**src/rtl/fetch_unit.sv**
```systemverilog
// Instruction fetch stage: credit-limited in-order imem requests, head-registered
// instruction FIFO, redirect flush with stale-response drain. Optional FETCH_PERF_CNT_EN.
module fetch_unit #(
    parameter int ADDR_WIDTH = 8,
    parameter int INST_WIDTH = 32,
    parameter int FIFO_DEPTH = 4,
    parameter int RESET_PC   = 0
) (
    input  logic                  clk,
    input  logic                  reset,
    output logic                  imem_req_valid,
    output logic [ADDR_WIDTH-1:0] imem_req_addr,
    input  logic                  imem_req_ready,
    input  logic                  imem_rsp_valid,
    input  logic [INST_WIDTH-1:0] imem_rsp_inst,
    output logic                  inst_valid,
    output logic [INST_WIDTH-1:0] inst,
    output logic [ADDR_WIDTH-1:0] inst_pc,
    input  logic                  inst_ready,
    input  logic                  redirect,
    input  logic [ADDR_WIDTH-1:0] redirect_addr,
    input  logic                  halt
`ifdef FETCH_PERF_CNT_EN
    ,
    output logic [15:0]           stall_cycles,
    output logic [15:0]           flushed_insts
`endif
);
    localparam int PTR_W = (FIFO_DEPTH > 1) ? $clog2(FIFO_DEPTH) : 1;
    localparam int CNT_W = PTR_W + 1;
    localparam logic [0:0] ST_RUN   = 1'b0;
    localparam logic [0:0] ST_DRAIN = 1'b1;
    localparam logic [CNT_W-1:0] DEPTH_C = CNT_W'(FIFO_DEPTH);
    localparam logic [CNT_W-1:0] ONE_C   = CNT_W'(1);

    logic [ADDR_WIDTH-1:0] fetch_pc_q, fetch_pc_d;
    logic [CNT_W-1:0]      out_q, out_d;
    logic [CNT_W-1:0]      discard_q, discard_d;
    logic [CNT_W-1:0]      count_q, count_d;
    logic [PTR_W-1:0]      rd_ptr_q, rd_ptr_d;
    logic [PTR_W-1:0]      wr_ptr_q, wr_ptr_d;
    logic [0:0]            state_q, state_d;
    logic [INST_WIDTH-1:0] head_inst_q, head_inst_d;
    logic [ADDR_WIDTH-1:0] head_pc_q, head_pc_d;
    logic [INST_WIDTH-1:0] buf_inst [FIFO_DEPTH];
    logic [ADDR_WIDTH-1:0] buf_pc   [FIFO_DEPTH];

    logic                  credit_ok;
    logic                  req_fire;
    logic                  push;
    logic                  pop;
    logic [ADDR_WIDTH-1:0] rsp_pc;
    logic [CNT_W-1:0]      out_after_rsp;

    assign credit_ok      = ({1'b0, count_q} + {1'b0, out_q}) < {1'b0, DEPTH_C};
    assign imem_req_valid = !reset && (state_q == ST_RUN) && !halt && !redirect && credit_ok;
    assign imem_req_addr  = fetch_pc_q;
    assign req_fire       = imem_req_valid && imem_req_ready;
    assign inst_valid     = (count_q != '0);
    assign inst           = head_inst_q;
    assign inst_pc        = head_pc_q;
    assign pop            = inst_valid && inst_ready;
    assign push           = imem_rsp_valid && (state_q == ST_RUN) && !redirect;
    // In RUN every outstanding request is live and contiguous, so the oldest one
    // (the one responding now) sits 'outstanding' addresses behind fetch_pc.
    assign rsp_pc         = fetch_pc_q - ADDR_WIDTH'(out_q);
    assign out_after_rsp  = out_q - CNT_W'(imem_rsp_valid);

    always_comb begin
        fetch_pc_d  = fetch_pc_q;
        out_d       = out_q;
        discard_d   = discard_q;
        count_d     = count_q;
        rd_ptr_d    = rd_ptr_q;
        wr_ptr_d    = wr_ptr_q;
        state_d     = state_q;
        head_inst_d = head_inst_q;
        head_pc_d   = head_pc_q;
        if (redirect) begin
            fetch_pc_d = redirect_addr;
            count_d    = '0;
            rd_ptr_d   = '0;
            wr_ptr_d   = '0;
            out_d      = out_after_rsp;
            discard_d  = out_after_rsp;
            state_d    = (out_after_rsp != '0) ? ST_DRAIN : ST_RUN;
        end else begin
            if (req_fire) begin
                fetch_pc_d = fetch_pc_q + ADDR_WIDTH'(1);
            end
            out_d = out_after_rsp + CNT_W'(req_fire);
            if ((state_q == ST_DRAIN) && imem_rsp_valid) begin
                discard_d = discard_q - ONE_C;
                if (discard_q == ONE_C) begin
                    state_d = ST_RUN;
                end
            end
            rd_ptr_d = rd_ptr_q + PTR_W'(pop);
            wr_ptr_d = wr_ptr_q + PTR_W'(push);
            count_d  = count_q + CNT_W'(push) - CNT_W'(pop);
            // Head register: next stored entry if one remains, else bypass the push.
            if (pop && (count_q > ONE_C)) begin
                head_inst_d = buf_inst[rd_ptr_d];
                head_pc_d   = buf_pc[rd_ptr_d];
            end else if (push && ((count_q - CNT_W'(pop)) == '0)) begin
                head_inst_d = imem_rsp_inst;
                head_pc_d   = rsp_pc;
            end
        end
    end

    always_ff @(posedge clk) begin
        if (reset) begin
            fetch_pc_q  <= ADDR_WIDTH'(RESET_PC);
            out_q       <= '0;
            discard_q   <= '0;
            count_q     <= '0;
            rd_ptr_q    <= '0;
            wr_ptr_q    <= '0;
            state_q     <= ST_RUN;
            head_inst_q <= '0;
            head_pc_q   <= '0;
        end else begin
            fetch_pc_q  <= fetch_pc_d;
            out_q       <= out_d;
            discard_q   <= discard_d;
            count_q     <= count_d;
            rd_ptr_q    <= rd_ptr_d;
            wr_ptr_q    <= wr_ptr_d;
            state_q     <= state_d;
            head_inst_q <= head_inst_d;
            head_pc_q   <= head_pc_d;
        end
    end

    always_ff @(posedge clk) begin
        if (push) begin
            buf_inst[wr_ptr_q] <= imem_rsp_inst;
            buf_pc[wr_ptr_q]   <= rsp_pc;
        end
    end

`ifdef FETCH_PERF_CNT_EN
    logic [15:0]    stall_q, stall_d;
    logic [15:0]    flushed_q, flushed_d;
    logic [CNT_W:0] flush_add;
    logic [16:0]    flush_sum;

    always_comb begin
        flush_add = '0;
        if (redirect) begin
            flush_add = {1'b0, count_q - CNT_W'(pop)} + (CNT_W+1)'(imem_rsp_valid);
        end else if ((state_q == ST_DRAIN) && imem_rsp_valid) begin
            flush_add = (CNT_W+1)'(1);
        end
        flush_sum = {1'b0, flushed_q} + 17'(flush_add);
        flushed_d = flush_sum[16] ? 16'hFFFF : flush_sum[15:0];
        stall_d   = stall_q;
        if (!inst_valid && (state_q == ST_RUN) && !halt && (stall_q != 16'hFFFF)) begin
            stall_d = stall_q + 16'd1;
        end
    end

    always_ff @(posedge clk) begin
        if (reset) begin
            stall_q   <= '0;
            flushed_q <= '0;
        end else begin
            stall_q   <= stall_d;
            flushed_q <= flushed_d;
        end
    end

    assign stall_cycles  = stall_q;
    assign flushed_insts = flushed_q;
`endif

endmodule
```
**config.mk**
```make
export PLATFORM = sky130hd
export DESIGN_NAME = fetch_unit
export DESIGN_NICKNAME = d
export VERILOG_FILES = /design/src/rtl/fetch_unit.sv
export SDC_FILE = /design/constraint.sdc
export NUM_CORES = 1
export LEC_CHECK = 0
export CAP_MARGIN = 0
export CORE_MARGIN = 2
export CORE_UTILIZATION = 45
export CTS_BUF_LIST = sky130_fd_sc_hd__clkbuf_8
export DETAILED_ROUTE_END_ITERATION = 6
export GPL_ROUTABILITY_DRIVEN = 0
export PLACE_DENSITY_LB_ADDON = 0.05
export SYNTH_ARGS = -nofsm -noshare
export SYNTH_HDL_FRONTEND = slang
export SYNTH_SLANG_ARGS = --single-unit
```
**constraint.sdc**
```tcl
create_clock -name clk -period 5.4 [get_ports clk]
set_input_delay 1.08 -clock clk [delete_from_list [all_inputs] [get_ports clk]]
set_output_delay 1.08 -clock clk [all_outputs]
set_load 0.02 [all_outputs]
```
==> impl_metrics.tcl <==
set metrics [dict create \
    grt_pass1_vias 5756 \
    synth_adder_area_share_pct 2.84 \
    dp_slack_ns 1.50 \
    synth_area_leaders "edfxtp_1, dfxtp_1, mux4_2" \
    drive_above_1_share_pct 18.6 \
    synth_top_area_share_pct 51.4 \
    synth_mux_area_share_pct 10.3 \
    dp_hpwl_mm 10.8 \
    clkLatencyLatePin_ns 0.52 \
    dp_cells 960 \
    start_util_pct 46.1 \
    drt_pre_antenna_iters 4 \
    tritoncts "done" \
    grt_max_degree 59 \
    core-area_um2 20300 \
    status "finished clean" \
    holdPathStages 2 \
    start_kind "input port" \
    finClkSkew_ns 0.0186 \
    ys.flop_type "edfxtp_1" \
    p_per_area_nw_per_um2 339 \
    synth_top_family_by_area "multiplexers" \
    crit_required_ns 4.32 \
    synthXorXnorAreaFrac_pct 1.48 \
    io_buffers 96 \
    met1Wirelength_mm 8.60 \
    min_period_ns 3.92 \
    ir_drop_mv 0.155 \
    cts_setup_buffers 0 \
    synth_edf_count 160 \
    layout_common_cells "edfxtp_1, clkdlybuf4s50_1, nand2_1" \
    max_cap_violations 0 \
    synth_seq_cells 222 \
    leakage_uw 0.00378 \
    antenna_found_initial 0 \
    drv_slew 0 \
    synth_compound_area_share_pct 7.98 \
    ctsResizeCount 0 \
    endpoint_kind "primary output" \
    drc 0 \
    fin_setup_tns_ns 0 \
    final_common_cell "edfxtp_1" \
    instances_no_fill 1027 \
    async_flop_share_pct 0 \
    synth_top_area_cell "edfxtp_1" \
    setup-violations-final 0 \
    die_w_um 148 \
    detail-route-antenna-nets 0 \
    cts_max_path_buffers 3 \
    area_delta_synth_final_pct 19.8 \
    netlist_instances 622 \
    antenna_cells 0 \
    cts_buffers 38 \
    grt_overflow 0 \
    vias 5486 \
    synth_fp_nets 689 \
    grt_pass1_wl_mm 30.6 \
    synth-simple-area-share_pct 9.40 \
    final_util_pct 55.2 \
    worstPathArrival_ns 2.84 \
    synth_warnings 0 \
    cts_hold_buf 0 \
    ys_types 47 \
    cts_root_buffer "clkbuf_8" \
    drt_iter0_drc 221 \
    viasPerCell 5.34 \
    clock_sinks 222 \
    worstSetupPathType "in -> out" \
    hold_viol 0 \
    hold_path_class "reg -> reg" \
    worst_path_most_repeated_cell "clkdlybuf4s50_1" \
    met3WireLength_um 866 \
    max-slew-margin-rel_pct 28.7 \
    wl_met2_mm 9.26 \
    fmax_mhz 255 \
    rsz0062_at_grt "false" \
    slowest_delay_ns 0.61 \
    drt_wl_total_mm 19.0 \
    wire_per_inst_um 18.5 \
    clk_pin_slew_ns 0.05 \
    core.rowCount 52 \
    path_cells "clkdlybuf4s50_1, buf_4, nor4_4, and3_1, clkdlybuf4s50_1" \
    rr_worst_depth 6 \
    netlist_area_um2 9360 \
    tightest_slew_ns 1.07 \
    fin_crit_sh_pct 72.7 \
    top_layer "met4" \
    path_max_fanout 28 \
    grtUsageTotal_pct 17.8 \
    die-area_um2 22000 \
    yosysSeqAreaShare_pct 64.6 \
    die_y_um 148 \
    nNetsFinal 797 \
    setup_ws_ns 1.48 \
    syn_avg_cell_area_um2 15.0 \
    top_level_ports 97 \
    critical_path.slowest_cell "clkdlybuf4s50_1" \
    htreeDepth 2 \
]
## cells by family after synthesis
kind of cell / after synthesis
AOI/OAI and AO/OA: 73
xor gates and xnor gates: 15
adders and majority gates: 20
buffers and inverters: 58
DFF: 222
muxes: 45
and+or+nand+nor: 189
## sequential cells by signal, summed over array words and instances (netlist names)
signal	flops
discard_q	3
inst_pc	8
buf_inst	128
count_q	3
rd_ptr_q	2
buf_pc	32
imem_req_addr	8
out_q	3
inst	32
wr_ptr_q	2
state_q	1
## final cells by class
cell class	count	area [um^2]
fill	1712	9090
sequential	222	6050
multi-input combinational	342	3050
clock inverter	26	101
inverter	19	72.6
clock buffer	41	564
tap	270	338
timing repair buffer	107	1040
## report_power, final
part | internal [uW] | switching, uW
logic | 240 | 282
registers | 1920 | 40.1
clock network | 694 | 628
## routing by layer
layer	up-vias	track usage (%)
met3	27	4.11
met2	118	29.8
li1	2567	-
met5	-	0
met1	2774	23.4
met4	0	5.19
## cell usage after synthesis, types with 2 or more instances
cell type,instances
mux4_2,29
nand2_1,79
nor3b_2,3
a311oi_2,34
dfxtp_1,62
nor2b_1,4
and3_1,4
inv_1,18
clkbuf_1,10
xor2_1,4
nor2_1,57
mux2_2,2
ha_1,18
fa_1,2
mux2i_1,4
xnor2_1,10
edfxtp_1,160
a211oi_1,3
nand4_1,3
and2_1,7
buf_6,6
mux4_1,9
nor3_1,10
buf_4,3
o21ai_0,5
nand3_1,8
nand2_2,2
buf_2,19
a21oi_1,22
nand3b_1,4
nor3_2,2
a311oi_1,4
## worst max-delay path, delay by kind of cell
kind / cells / cell delay (ns)
simple gates: 2 / 0.51
buf+inv: 3 / 1.24
## final timing paths
check                           slack (ns)        from              to
worst max register to register        2.45  count_q[0]      inst_pc[1]
worst min-delay path                  0.52  inst_pc[5]      inst_pc[5]
worst max-delay path                  1.48    redirect  imem_req_valid
worst min register to register        0.52  inst_pc[5]      inst_pc[5]
## metrics by stage
stage	power (uW)	hold WS, ns	instance area (um^2)
6_report	3800	0.518	11200
4_1_cts	3860	0.524	11200
2_1_floorplan	2330	0.547	9360
3_3_place_gp	2510	0.510	10500
3_5_place_dp	2520	0.514	10500
5_1_grt	3990	0.549	11200
(Power assumes the default switching activity.)
